**src/rtl/int_controller.sv**
```systemverilog
// Multi-source interrupt controller for the RAT MCU: it latches requests, masks them, picks a fixed-priority winner and runs the ACK/DONE handshake.
// Define INTC_EDGE_DETECT_EN for rising-edge request capture; the default build captures requests by level.
module int_controller #(
    parameter int          N        = 8,
    parameter int          IW       = $clog2(N),
    parameter logic [N-1:0] MASK_RST = {N{1'b1}}
) (
    input  logic          CLK,
    input  logic          RST,
    input  logic [N-1:0]  IRQ,
    input  logic          MASK_WE,
    input  logic [N-1:0]  MASK_IN,
    input  logic          INT_ACK,
    input  logic          INT_DONE,
    output logic          INTR,
    output logic [IW-1:0] VECTOR,
    output logic [N-1:0]  PENDING,
    output logic          BUSY
);

    typedef enum logic [1:0] {IDLE, REQ, SERVICE} state_t;

    state_t          state, state_nx;
    logic [N-1:0]    mask;
    logic [N-1:0]    eligible;
    logic [N-1:0]    events;
    logic [N-1:0]    ack_clr;
    logic [IW-1:0]   winner;
    logic [IW-1:0]   vector_nx;

`ifdef INTC_EDGE_DETECT_EN
    logic [N-1:0] irq_q;

    // History starts all-ones so a line already high at reset release is not an event.
    always_ff @(posedge CLK) begin
        if (RST) irq_q <= '1;
        else     irq_q <= IRQ;
    end

    assign events = IRQ & ~irq_q;
`else
    assign events = IRQ;
`endif

    assign eligible = PENDING & mask;

    // The scan runs from the highest index down, so the lowest set bit is the last one written.
    always_comb begin
        winner = '0;
        for (int unsigned k = 0; k < N; k++) begin
            if (eligible[N-1-k]) winner = IW'(N - 1 - k);
        end
    end

    always_ff @(posedge CLK) begin
        if (RST) state <= IDLE;
        else     state <= state_nx;
    end

    always_comb begin
        state_nx = state;
        case (state)
            IDLE:    if (|eligible) state_nx = REQ;
            REQ: begin
                if (INT_ACK)         state_nx = SERVICE;
                else if (~|eligible) state_nx = IDLE;
            end
            SERVICE: if (INT_DONE) state_nx = IDLE;
            default: state_nx = IDLE;
        endcase
    end

    always_comb begin
        vector_nx = VECTOR;
        ack_clr   = '0;
        case (state)
            IDLE: if (|eligible) vector_nx = winner;
            REQ: begin
                if (INT_ACK)        ack_clr   = {{(N-1){1'b0}}, 1'b1} << VECTOR;
                else if (|eligible) vector_nx = winner;
            end
            default: ;
        endcase
    end

    // A new event in the same cycle overrides the acknowledge clear.
    always_ff @(posedge CLK) begin
        if (RST) begin
            INTR    <= 1'b0;
            BUSY    <= 1'b0;
            VECTOR  <= '0;
            PENDING <= '0;
            mask    <= MASK_RST;
        end else begin
            INTR    <= (state_nx == REQ);
            BUSY    <= (state_nx == SERVICE);
            VECTOR  <= vector_nx;
            PENDING <= (PENDING & ~ack_clr) | events;
            if (MASK_WE) mask <= MASK_IN;
        end
    end

endmodule

```
**config.mk**
```make
export PLATFORM = sky130hd
export DESIGN_NAME = int_controller
export DESIGN_NICKNAME = d
export VERILOG_FILES = /design/src/rtl/int_controller.sv
export SDC_FILE = /design/constraint.sdc
export NUM_CORES = 1
export LEC_CHECK = 0
export CAP_MARGIN = 20
export CORE_MARGIN = 3
export CORE_UTILIZATION = 43
export DETAILED_ROUTE_END_ITERATION = 12
export MAX_ROUTING_LAYER = met4
export PLACE_DENSITY = 0.89
export RECOVER_POWER = 100
export REMOVE_ABC_BUFFERS = 1
export SLEW_MARGIN = 25
export SYNTH_ARGS = -nofsm -noshare
export SYNTH_HDL_FRONTEND = slang
export SYNTH_SLANG_ARGS = --single-unit
```
**constraint.sdc**
```tcl
create_clock -name CLK -period 1.5 [get_ports CLK]
set_clock_uncertainty 0.1 [all_clocks]
set_input_delay 0.375 -clock CLK [delete_from_list [all_inputs] [get_ports CLK]]
set_output_delay 0.375 -clock CLK [all_outputs]
set_load 0.02 [all_outputs]
```
==> impl_metrics.tcl <==
set metrics [dict create \
    status "complete, no violations" \
    htree_levels 1 \
    netlist_instances 106 \
    critical_path_buf_inv_count 1 \
    holdCritPathClass "reg -> reg" \
    ios 34 \
    p_leak_nw 0.625 \
    die-area_um2 2830 \
    path_max_fanout 2 \
    whs_ns 0.483 \
    worstPathArrival_ns 0.99 \
    cts_buffer_depth 2 \
    cts_tree "done" \
    max_stage_delay_ns 0.35 \
    layout-drive-gt1-share_pct 14.0 \
    tightest_slew_ns 0.283 \
    numPortBuffers 33 \
    reg2reg_depth 5 \
    root_buffer "clkbuf_4" \
    grt_overflow 0 \
    num_antenna_cells 0 \
    area_growth_pct 50.1 \
    critical_path_depth 1 \
    fin_nets 179 \
    clkTransAtPathRegs_ns 0.13 \
    cap_violations 0 \
    start_util_pct 46.9 \
    synth_seq_area_share_pct 48.1 \
    netlist_area_um2 957 \
    synth_warnings 0 \
    ys_ff_latch 23 \
    synth_top_flop_cell "dfxtp_1" \
    cp_slowest_cell "dfxtp_1" \
    synth-edff-count 0 \
    grt_pass1_wl_um 3960 \
    drtPass1Iterations 4 \
    core_um2 2040 \
    dpl.hpwl_um 1940 \
    insertion_delay_ns 0.31 \
    peakVddDrop_uv 569 \
    path_class "reg -> out" \
    hold_buffers 0 \
    routed_wl_um 2480 \
    gp_congestion 0.794 \
    r2r_end "VECTOR[0]$_SDFFE_PP0P_" \
    num-fill-cells 199 \
    timing.rr.start "PENDING[1]$_SDFF_PP0_" \
    wl_per_cell_um 13.5 \
    period_share_pct 97.5 \
    critPathTopFamily "flip-flops" \
    rsz0062_at_grt "false" \
    antenna_found_initial 0 \
    drtAntennaViolNets 0 \
    hold_violations 0 \
    fmax_mhz 684 \
    via_per_inst 5.15 \
    path_cells "dlygate4sd2_1" \
    crit_path_start "PENDING[0]$_SDFF_PP0_" \
    rows 16 \
    drc 0 \
    finalSetupViolCount 0 \
    slew_headroom_pct 81.1 \
    clock-sinks 23 \
    end_kind "output pin" \
    yosys.area.top_type_share_pct 48.1 \
    p_per_area_nw_per_um2 937 \
    fin_crit_ns 1.46 \
    slew_viol_final 0 \
    reg2reg_slack_ns 0.10 \
    die_x_um 53.2 \
    async_reset_ff_share_pct 0 \
    cts_setup_buffers 0 \
    start_kind "flop" \
    grt_max_degree 17 \
    synth_area_leaders "dfxtp_1 (48%), a211o_1 (7.3%), a21oi_1 (6.8%), nor2b_1 (6.5%), nand2_1 (5.1%)" \
    ys_types 22 \
    final_util_pct 70.3 \
    cts_buffers 3 \
    die_h_um 53.2 \
    vias 947 \
    syn_avg_cell_area_um2 9.03 \
    synth_top_area_cell "dfxtp_1" \
    cp.required_ns 1.02 \
    grt_pass1_vias 983 \
    drt_iter0_markers 25 \
    track_usage_pct 19.5 \
    crit_path_end "PENDING[0]" \
]
kinds of logic (layout without fill, tap and decap cells):
logic type,count (synthesis),after routing,synth area share (%)
buf+inv,12,63,4.84
flops,23,23,48.1
simple gates,29,29,15.0
compound gates,42,42,32.0
per-layer routing:
layer / share of wire [%] / up-vias / global-route usage (%) / wire length (µm)
li1: - / 476 / - / -
met1: 42 / 432 / 20.7 / 1040
met2: 51 / 37 / 36.6 / 1270
met3: 5.9 / 2 / 3.10 / 146
met4: 0.73 / 0 / 6.38 / 18
met5: 0 / - / - / 0
tightest hold or removal path, delay by kind of cell (launching register included):
kind	cells	cell delay [ns]
AND/OR/NAND/NOR	1	0.08
AO/OA/AOI/OAI	1	0.09
flip-flops	1	0.38
through the flow:
stage	total power, mW	setup TNS, ns	setup WS (ns)	cell area, µm²	cells
final	1.35	0	0.0371	1440	184
after global routing	1.41	0	0.000524	1440	184
after CTS	1.36	0	0.00941	1460	184
after detailed placement	1.10	-2.23	-0.249	1450	180
after global placement	1.09	-1.47	-0.171	1450	180
after floorplan	0.882	0	0.180	945	103
state kept, by name, indices dropped and copies added, names as in the netlist:
signal / flops
BUSY: 1
PENDING: 8
VECTOR: 3
INTR: 1
state: 2
mask: 8
placed cells by master, fill, tap and decap left out, types with 7 or more instances in the layout:
master	instances
a21oi_1	13
dfxtp_1	23
clkdlybuf4s50_1	19
clkdlybuf4s15_1	7
nor2b_1	10
buf_4	15
inv_1	9
a211o_1	8
nand2_1	13
o21ai_0	7
timing repair:
item / in CTS / in global routing
endpoints found under the setup margin: 13 / 10
gates resized for setup: 14 / 11
gates cloned: 0 / 0
cell usage after synthesis (3+ instances only):
master	number
dfxtp_1	23
inv_1	9
nor2_1	3
a21oi_1	13
nand2_1	13
a211o_1	8
o21ai_0	7
nor2b_1	10
power by group:
| part | leakage, nW | internal [mW] | total (mW) | switching [mW] |
|---|---|---|---|---|
| registers | 0.192 | 0.662 | 0.695 | 0.0331 |
| logic | 0.418 | 0.189 | 0.365 | 0.177 |
| clock network | 0.0150 | 0.104 | 0.285 | 0.181 |
| total | 0.625 | 0.955 | 1.35 | 0.391 |
worst min-delay path by stage:
| stage | start | to | slack (ns) | cells past startpoint |
|---|---|---|---|---|
| 6_report | state[1]$_SDFF_PP0_ | BUSY$_SDFF_PP0_ | 0.48 | 2 |
| 2_1_floorplan | RST | PENDING[0]$_SDFF_PP0_ | 0.34 | 1 |
| 5_1_grt | IRQ[2] | PENDING[2]$_SDFF_PP0_ | 0.51 | 3 |
| 3_5_place_dp | state[1]$_SDFF_PP0_ | BUSY$_SDFF_PP0_ | 0.47 | 2 |
| 4_1_cts | state[1]$_SDFF_PP0_ | BUSY$_SDFF_PP0_ | 0.50 | 2 |
| 3_3_place_gp | state[1]$_SDFF_PP0_ | state[1]$_SDFF_PP0_ | 0.42 | 2 |
cell type report:
type                       count  area [µm²]  share of cell area, %
inverter                       9        33.8                   2.35
multi-input combinational     71         448                   31.2
sequential                    23         460                   32.1
tap                           27        33.8                   2.35
timing repair buffer          50         434                   30.2
clock buffer                   4        26.3                   1.83
(Power assumes the default switching activity.)
